File: config.mk
export PLATFORM = sky130hd
export DESIGN_NAME = iob_fifo_ptr_flags
export DESIGN_NICKNAME = d
export VERILOG_FILES = /design/src/rtl/iob_fifo_pkg.sv /design/src/rtl/iob_sync.sv /design/src/rtl/iob_fifo_ptr_flags.sv
export SDC_FILE = /design/constraint.sdc
export NUM_CORES = 1
export LEC_CHECK = 0
export ABC_CLOCK_PERIOD_IN_PS = 7300
export BUFFER_PORTS_ARGS = -buffer_cell sky130_fd_sc_hd__buf_2
export CAP_MARGIN = 15
export CORE_UTILIZATION = 45
export CTS_CLUSTER_SIZE = 30
export DETAILED_ROUTE_END_ITERATION = 12
export HOLD_SLACK_MARGIN = 0.02
export PLACE_DENSITY = 0.71
export SETUP_SLACK_MARGIN = 0.4
export SLEW_MARGIN = 20
export SYNTH_ARGS = -nofsm -noshare
export SYNTH_HDL_FRONTEND = slang
export SYNTH_HIERARCHICAL = 1
export SYNTH_SLANG_ARGS = --single-unit
File: constraint.sdc
create_clock -name clk -period 7.3 [get_ports clk]
set_input_delay 0.365 -clock clk [delete_from_list [all_inputs] [get_ports clk]]
set_output_delay 0.365 -clock clk [all_outputs]
set_load 0.02 [all_outputs]
File: src/rtl/iob_fifo_pkg.sv
// rtl/iob_fifo_pkg.sv - shared gray-pointer helpers and side constants for the async FIFO
package iob_fifo_pkg;

  localparam int SIDE_WR = 0;
  localparam int SIDE_RD = 1;

  // Width-generic gray to binary; callers pass the live pointer width w and truncate the result.
  function automatic logic [31:0] gray2bin(input logic [31:0] g, input int w);
    logic [31:0] b;
    b = '0;
    b[w-1] = g[w-1];
    for (int i = w - 2; i >= 0; i--) begin
      b[i] = b[i+1] ^ g[i];
    end
    return b;
  endfunction

  // Full when local equals remote with its top two gray bits inverted.
  function automatic logic gray_full_cmp(input logic [31:0] local_g,
                                         input logic [31:0] remote_g,
                                         input int w);
    logic [31:0] flip;
    logic [31:0] mask;
    flip = 32'h3 << (w - 2);
    mask = (32'h1 << w) - 32'h1;
    return (local_g & mask) == ((remote_g ^ flip) & mask);
  endfunction

endpackage

File: src/rtl/iob_sync.sv
// rtl/iob_sync.sv - reset-to-zero multi-flop synchronizer for gray pointers
module iob_sync #(
  parameter int W           = 1,
  parameter int SYNC_STAGES = 2
) (
  input  logic         rst,
  input  logic         clk,
  input  logic [W-1:0] d_i,
  output logic [W-1:0] q_o
);

  logic [W-1:0] stage_d [SYNC_STAGES];
  logic [W-1:0] stage_q [SYNC_STAGES];

  always_comb begin
    stage_d[0] = d_i;
    for (int i = 1; i < SYNC_STAGES; i++) begin
      stage_d[i] = stage_q[i-1];
    end
  end

  always_ff @(posedge clk, posedge rst) begin
    if (rst) begin
      for (int i = 0; i < SYNC_STAGES; i++) begin
        stage_q[i] <= '0;
      end
    end else begin
      for (int i = 0; i < SYNC_STAGES; i++) begin
        stage_q[i] <= stage_d[i];
      end
    end
  end

  assign q_o = stage_q[SYNC_STAGES-1];

endmodule

File: src/rtl/iob_fifo_ptr_flags.sv
// rtl/iob_fifo_ptr_flags.sv - per-domain pointer compare: full/empty, level, almost flag, gated enable
module iob_fifo_ptr_flags
  import iob_fifo_pkg::*;
#(
  parameter int ADDR_W      = 4,
  parameter int SYNC_STAGES = 2,
  parameter int SIDE        = 0,
  parameter int ALMOST      = 1
) (
  input  logic              rst,
  input  logic              clk,
  input  logic [ADDR_W:0]   local_gray_i,
  input  logic [ADDR_W:0]   remote_gray_i,
  input  logic              req_i,
  output logic              en_o,
  output logic              flag_o,
  output logic              almost_o,
  output logic [ADDR_W:0]   level_o,
  output logic [ADDR_W:0]   remote_sync_o
);

  localparam int W     = ADDR_W + 1;
  localparam int DEPTH = 1 << ADDR_W;
  localparam logic [W-1:0] ALMOST_FULL_TH  = W'(DEPTH - ALMOST);
  localparam logic [W-1:0] ALMOST_EMPTY_TH = W'(ALMOST);
  localparam logic         ALMOST_RST      = (SIDE == SIDE_RD);

  logic [W-1:0] local_bin;
  logic [W-1:0] remote_bin;
  logic [W-1:0] diff;
  logic         flag;
  logic         almost_d, almost_q;
  logic [W-1:0] level_d, level_q;

  iob_sync #(
    .W           (W),
    .SYNC_STAGES (SYNC_STAGES)
  ) u_sync (
    .rst (rst),
    .clk (clk),
    .d_i (remote_gray_i),
    .q_o (remote_sync_o)
  );

  // Differences wrap naturally mod 2^W, so pointer roll-over needs no special case.
  always_comb begin
    local_bin  = W'(gray2bin(32'(local_gray_i), W));
    remote_bin = W'(gray2bin(32'(remote_sync_o), W));
    if (SIDE == SIDE_WR) begin
      diff     = local_bin - remote_bin;
      flag     = gray_full_cmp(32'(local_gray_i), 32'(remote_sync_o), W);
      almost_d = (diff >= ALMOST_FULL_TH);
    end else begin
      diff     = remote_bin - local_bin;
      flag     = (local_gray_i == remote_sync_o);
      almost_d = (diff <= ALMOST_EMPTY_TH);
    end
    level_d = diff;
  end

  always_ff @(posedge clk, posedge rst) begin
    if (rst) begin
      level_q  <= '0;
      almost_q <= ALMOST_RST;
    end else begin
      level_q  <= level_d;
      almost_q <= almost_d;
    end
  end

  assign flag_o   = flag;
  assign en_o     = req_i & ~flag;
  assign level_o  = level_q;
  assign almost_o = almost_q;

endmodule

Word level (Yosys, flattened, before mapping):

Index checks and enable logic that the tools add are counted.

* bits in registers: 16
* latch bits: 0
* RAM bits: 0
* bits in read-only memories: 0
* bits of input ports: 13
* logic and storage cells: 18
* memories: 0

* add/subtract/negate cells: 1
* $mul: 0
* div/mod/pow operators: 0
* magnitude comparators: 1
* eq/ne operators: 1
* shifts and indexed selects: 0
* muxes and demuxes: 0
* bitwise operators: 11
* reduce and logical (&&, ||, !) cells: 0

Operators with widths (number)
* XOR 1 bit: 8
* equality test 5 bit: 1
* greater-or-equal comparator 5 x 4 -> 1 bit, second input constant: 1
* subtractor 5 bit: 1
* inverter 2 bit: 1
* bitwise AND 1 bit: 1
* inverter 1 bit: 1

Logic depth before layout (Yosys ltp):

* depth in word-level cells: 6
* mapped depth: 8
* depth with buffers taken out: 8

Cells and area by module:

The synthesis kept the hierarchy.

By module, submodules not included
* iob_fifo_ptr_flags: times used 1, cells an instance 51, area each 555.5 um^2, seq. area each 150.1 um^2
* iob_sync: times used 1, cells an instance 11, area each 254.0 um^2, seq. area each 250.2 um^2

Worst setup path before layout:

Ideal clock, no wire load.

* kind: register to register
* start: register u_sync.stage_q (netlist bit u_sync/q_o[4])
* end: register almost_q (netlist: almost_o)
* library setup time: 0.122 ns
* arrival: 2.701 ns
* data required time: 7.178 ns
* setup slack: 4.478 ns
* cell stages (with the launch flop): 9
* period minus slack after synthesis: 2.822 ns
* path through: dfrtp_1 > xor3_2 > xnor2_1 > xnor2_1 > ha_1 > fa_1 > xnor3_2 > nor3_1 > a32o_1

* cells in the longest elaborated chain, start to end: 6

RTL lines
* start: declaration: line iob_sync.sv:13 `logic [W-1:0] stage_q [SYNC_STAGES];`
* start signal: indexed assignment: line iob_sync.sv:29 `stage_q[i] <= stage_d[i];`
* XOR 1 bit (4 in series): line iob_fifo_pkg.sv:13 `b[i] = b[i+1] ^ g[i];`
* subtractor 5 bit *: line iob_fifo_ptr_flags.sv:50 `diff = local_bin - remote_bin;`
* greater-or-equal comparator 5 x 4 -> 1 bit *: line iob_fifo_ptr_flags.sv:52 `almost_d = (diff >= ALMOST_FULL_TH);`
* named net almost_d: line iob_fifo_ptr_flags.sv:32 `logic almost_d, almost_q;`
* end signal: assignment: line iob_fifo_ptr_flags.sv:67 `almost_q <= almost_d;`
* end: declaration: line iob_fifo_ptr_flags.sv:32

Mark *: on every way through the listed nets, which the timed path passes. The rest lies on a longest branch.

Final worst setup path:

Same ends and word-level chain as after synthesis.

==> impl_summary.txt <==
----------------------------------------------------
[Status]
  Outcome ... finished clean

[STA]
  Period Utilization, post-route ... 39.6%
  Fin worst setup slack ... 4.41 ns
  Clock Skew ... 0.00331 ns
  Hold Vio Cnt, Final ... 0
  Final setup viols ... 0
  RSZ-0062 raised after global routing ... false
  Achievable clock frequency ... 346 MHz
  Setup Total Neg Slack ... 0 ns
  Final min period ... 2.89 ns
  Slew at the pin closest to its max-slew limit ... 0.373 ns
  Slew HR ... 75.0%
  Final slew viol count ... 0

[Layout]
  Diode insertion count for antenna repair ... 0
  Final Cell Area ... 1010 µm²
  Final layout net count ... 110
  Filler instances ... 123
  Final standard cell utilization of the core ... 63.4%
  Fraction of final layout cells with drive strength greater than 1 ... 35.9%
  Synthesis-to-finish area growth ... 24.9%

[Critical path]
  Critical-path cell with the highest stage delay ... xor3_2
  Bufs and invs on worst path ... 0
  Category of the worst setup path launch point ... flip-flop
  Crit Reg-Reg Startpoint ... u_sync/q_o[4]
  Reg-to-reg setup timing slack ... 4.41 ns
  Reg2Reg Depth ... 8
  Critical path's top delay family ... XOR/XNOR gates
  Crit-path max cell delay ... 0.56 ns
  Required @ worst endpoint ... 7.48 ns
  Series of cell instances along the critical path ... xor3_2 -> xnor2_1 -> xnor2_1 -> ha_1 -> fa_1 -> xnor3_2 -> nor3_1 -> a32o_1
  Category of the worst setup path capture point ... flip-flop
  Cell repeated most along the worst path ... xnor2_1
  Path type of the worst setup path ... reg -> reg
  Reg2reg end ... almost_o
  Critical Path AT ... 3.07 ns
  Top fanout value on the critical path ... 8

[Detailed routing]
  Violation count after the first detailed-routing iteration ... 11
  Antenna viol nets, final ... 0
  DRC viols ... 0
  First drt pass iteration count ... 4
  Average vias per placed instance ... 4.67
  Average wire per cell in the routed design ... 11.8 µm
  Final routed wirelength across all metal layers ... 1.37 mm
  Vias post-DR ... 542

[Global route]
  Fraction of met1 tracks used by global routing ... 21.0%
  Busiest layer in global routing ... met2
  Wire length of the first global-routing pass ... 2.29 mm
  Aggregate global routing overflow ... 0
  Via count of the first global-routing pass ... 533
  GR Util met3 ... 1.22%
  Number of antenna violations at the first check in global routing ... 0
  Met2 Usage GRT ... 27.6%
  Pin count of the biggest net entering global routing ... 11
  Global-route usage over all layers ... 16.4%

[Placement]
  Input/output buffers ... 25
  Routability congestion estimate from global placement ... 0.704
  Placed cell area ... 965 µm²
  Placement-stage worst setup slack ... 4.38 ns
  Estimated wirelength of the detail-placed design ... 1.11 mm

[Logic synthesis]
  Most frequent cell after synthesis ... dfrtp_1
  Number of synthesized flops with an enable pin ... 0
  Share of async-settable or async-resettable flops after synthesis ... 100%
  Yosys warning total ... 6
  Area share of the largest cell type after synthesis ... 49.5%
  Post-synth top flop ... dfrtp_1
  Most frequent cells after synthesis ... dfrtp_1 (16), inv_1 (9), xnor2_1 (8)
  Synthesized cell area ... 810 µm²
  Yosys reg bits ... 16
  Number of distinct library cells after synthesis ... 23
  Mean instance size in the synthesized netlist ... 13.1 µm²
  Top area cells in the synthesized netlist ... dfrtp_1 (49%), xnor2_1 (8.7%), ha_1 (4.6%)
  Share of the yosys chip area belonging to registers ... 49.5%
  Post-synth top area cell ... dfrtp_1
  Net Count, Synth ... 79
  Synth Instances ... 62

[Clock tree]
  Clock latency on the worst-skew pair ... 0.28 ns
  Number of clock sinks seen by CTS ... 16
  Number of levels in the clock H-tree ... 1
  Number of resized instances in the post-cts repair step ... 0
  Reg clk slew, reported paths ... 0.09 ns
  Total clock buffers created by CTS ... 3
  TritonCTS clock tree ... done
  Root buffer cell ... clkbuf_4
  Clock buffer depth ... 2

[Floorplan]
  Height of the chip ... 44.4 µm
  Horizontal die dimension ... 44.4 µm
  Placement Rows ... 14
  Core footprint ... 1590 µm²
  Total Die Area ... 1970 µm²
  Number of ports placed on the die boundary ... 26
  Initial Utilization ... 50.8%

[Flow run]
  Max Cap Viol ... 0

[Pwr]
  Leakage ... 0.513 nW
  Overall power of the completed layout ... 0.289 mW
  Areal power density over the cells ... 286 nW/µm²
  Worst IR Drop VDD ... 0.156 mV

[Min path]
  WHS Endpoint ... u_sync/stage_d[1]
  Min-delay src ... remote_gray_i[1]
  Worst min path class ... in -> reg
  Worst hold stages ... 1

----------------------------------------------------
per-stage QoR:
stage          instances  hold slack [ns]
6_report             116            0.178
5_1_grt              116            0.158
4_1_cts              116            0.169
3_5_place_dp         111            0.306
3_3_place_gp         111            0.290
2_1_floorplan         62            0.156
what timing repair did:
action                     CTS  global route
hold buffers                 1             0
buffers inserted             0             0
setup endpoints to repair    0             0
hold endpoints to repair     6             0
power breakdown:
group	internal [mW]	total (mW)	switching [mW]
logic	0.0515	0.119	0.0676
clock network	0.0304	0.0576	0.0273
registers	0.106	0.112	0.00554
routing by layer:
| metal | vias up | wire (µm) |
|---|---|---|
| met5 | - | 0 |
| li1 | 267 | - |
| met1 | 251 | 622 |
| met2 | 22 | 663 |
| met3 | 2 | 63 |
| met4 | 0 | 17 |
logic make-up after synthesis:
| kind of cell | synth area share, % |
|---|---|
| flops | 49.5 |
| xor+xnor | 23.6 |
| simple gates | 9.74 |
| buf+inv | 4.17 |
| compound gates | 5.87 |
| fa+ha+maj | 7.11 |
cells in the final DEF (no fill, tap or decap), types with 2 or more instances in the layout:
cell type | Yosys | final
and2_1 | 2 | 2
dfrtp_1 | 16 | 16
xnor2_1 | 8 | 8
xor2_1 | 3 | 3
nor3_1 | 3 | 3
clkbuf_4 | 0 | 3
nor2b_1 | 3 | 3
inv_1 | 9 | 9
ha_1 | 3 | 3
buf_2 | 0 | 25
flip-flops by register name, indices dropped and copies added, names as in the netlist:
name            cells
almost_o            1
u_sync/q_o          5
u_sync/stage_d      5
level_o             5
how the worst max path moves through the flow:
stage                                from       end  slack [ns]  depth (start not counted)
after floorplan             u_sync/q_o[4]  almost_o        4.48                          8
after global placement    local_gray_i[4]  almost_o        4.43                          9
after detailed placement  local_gray_i[4]  almost_o        4.38                          9
after CTS                   u_sync/q_o[4]  almost_o        4.39                          8
after global routing        u_sync/q_o[4]  almost_o        4.23                          8
final                       u_sync/q_o[4]  almost_o        4.41                          8
area by class of cell:
cell class	instances	area (µm²)	share of cell area, %
Sequential cell	16	400	39.6
Multi-Input combinational cell	37	375	37.1
Timing Repair Buffer	26	135	13.4
Clock buffer	4	36.3	3.59
Inverter	9	33.8	3.34
Tap cell	24	30.0	2.97
(Power assumes the default switching activity.)
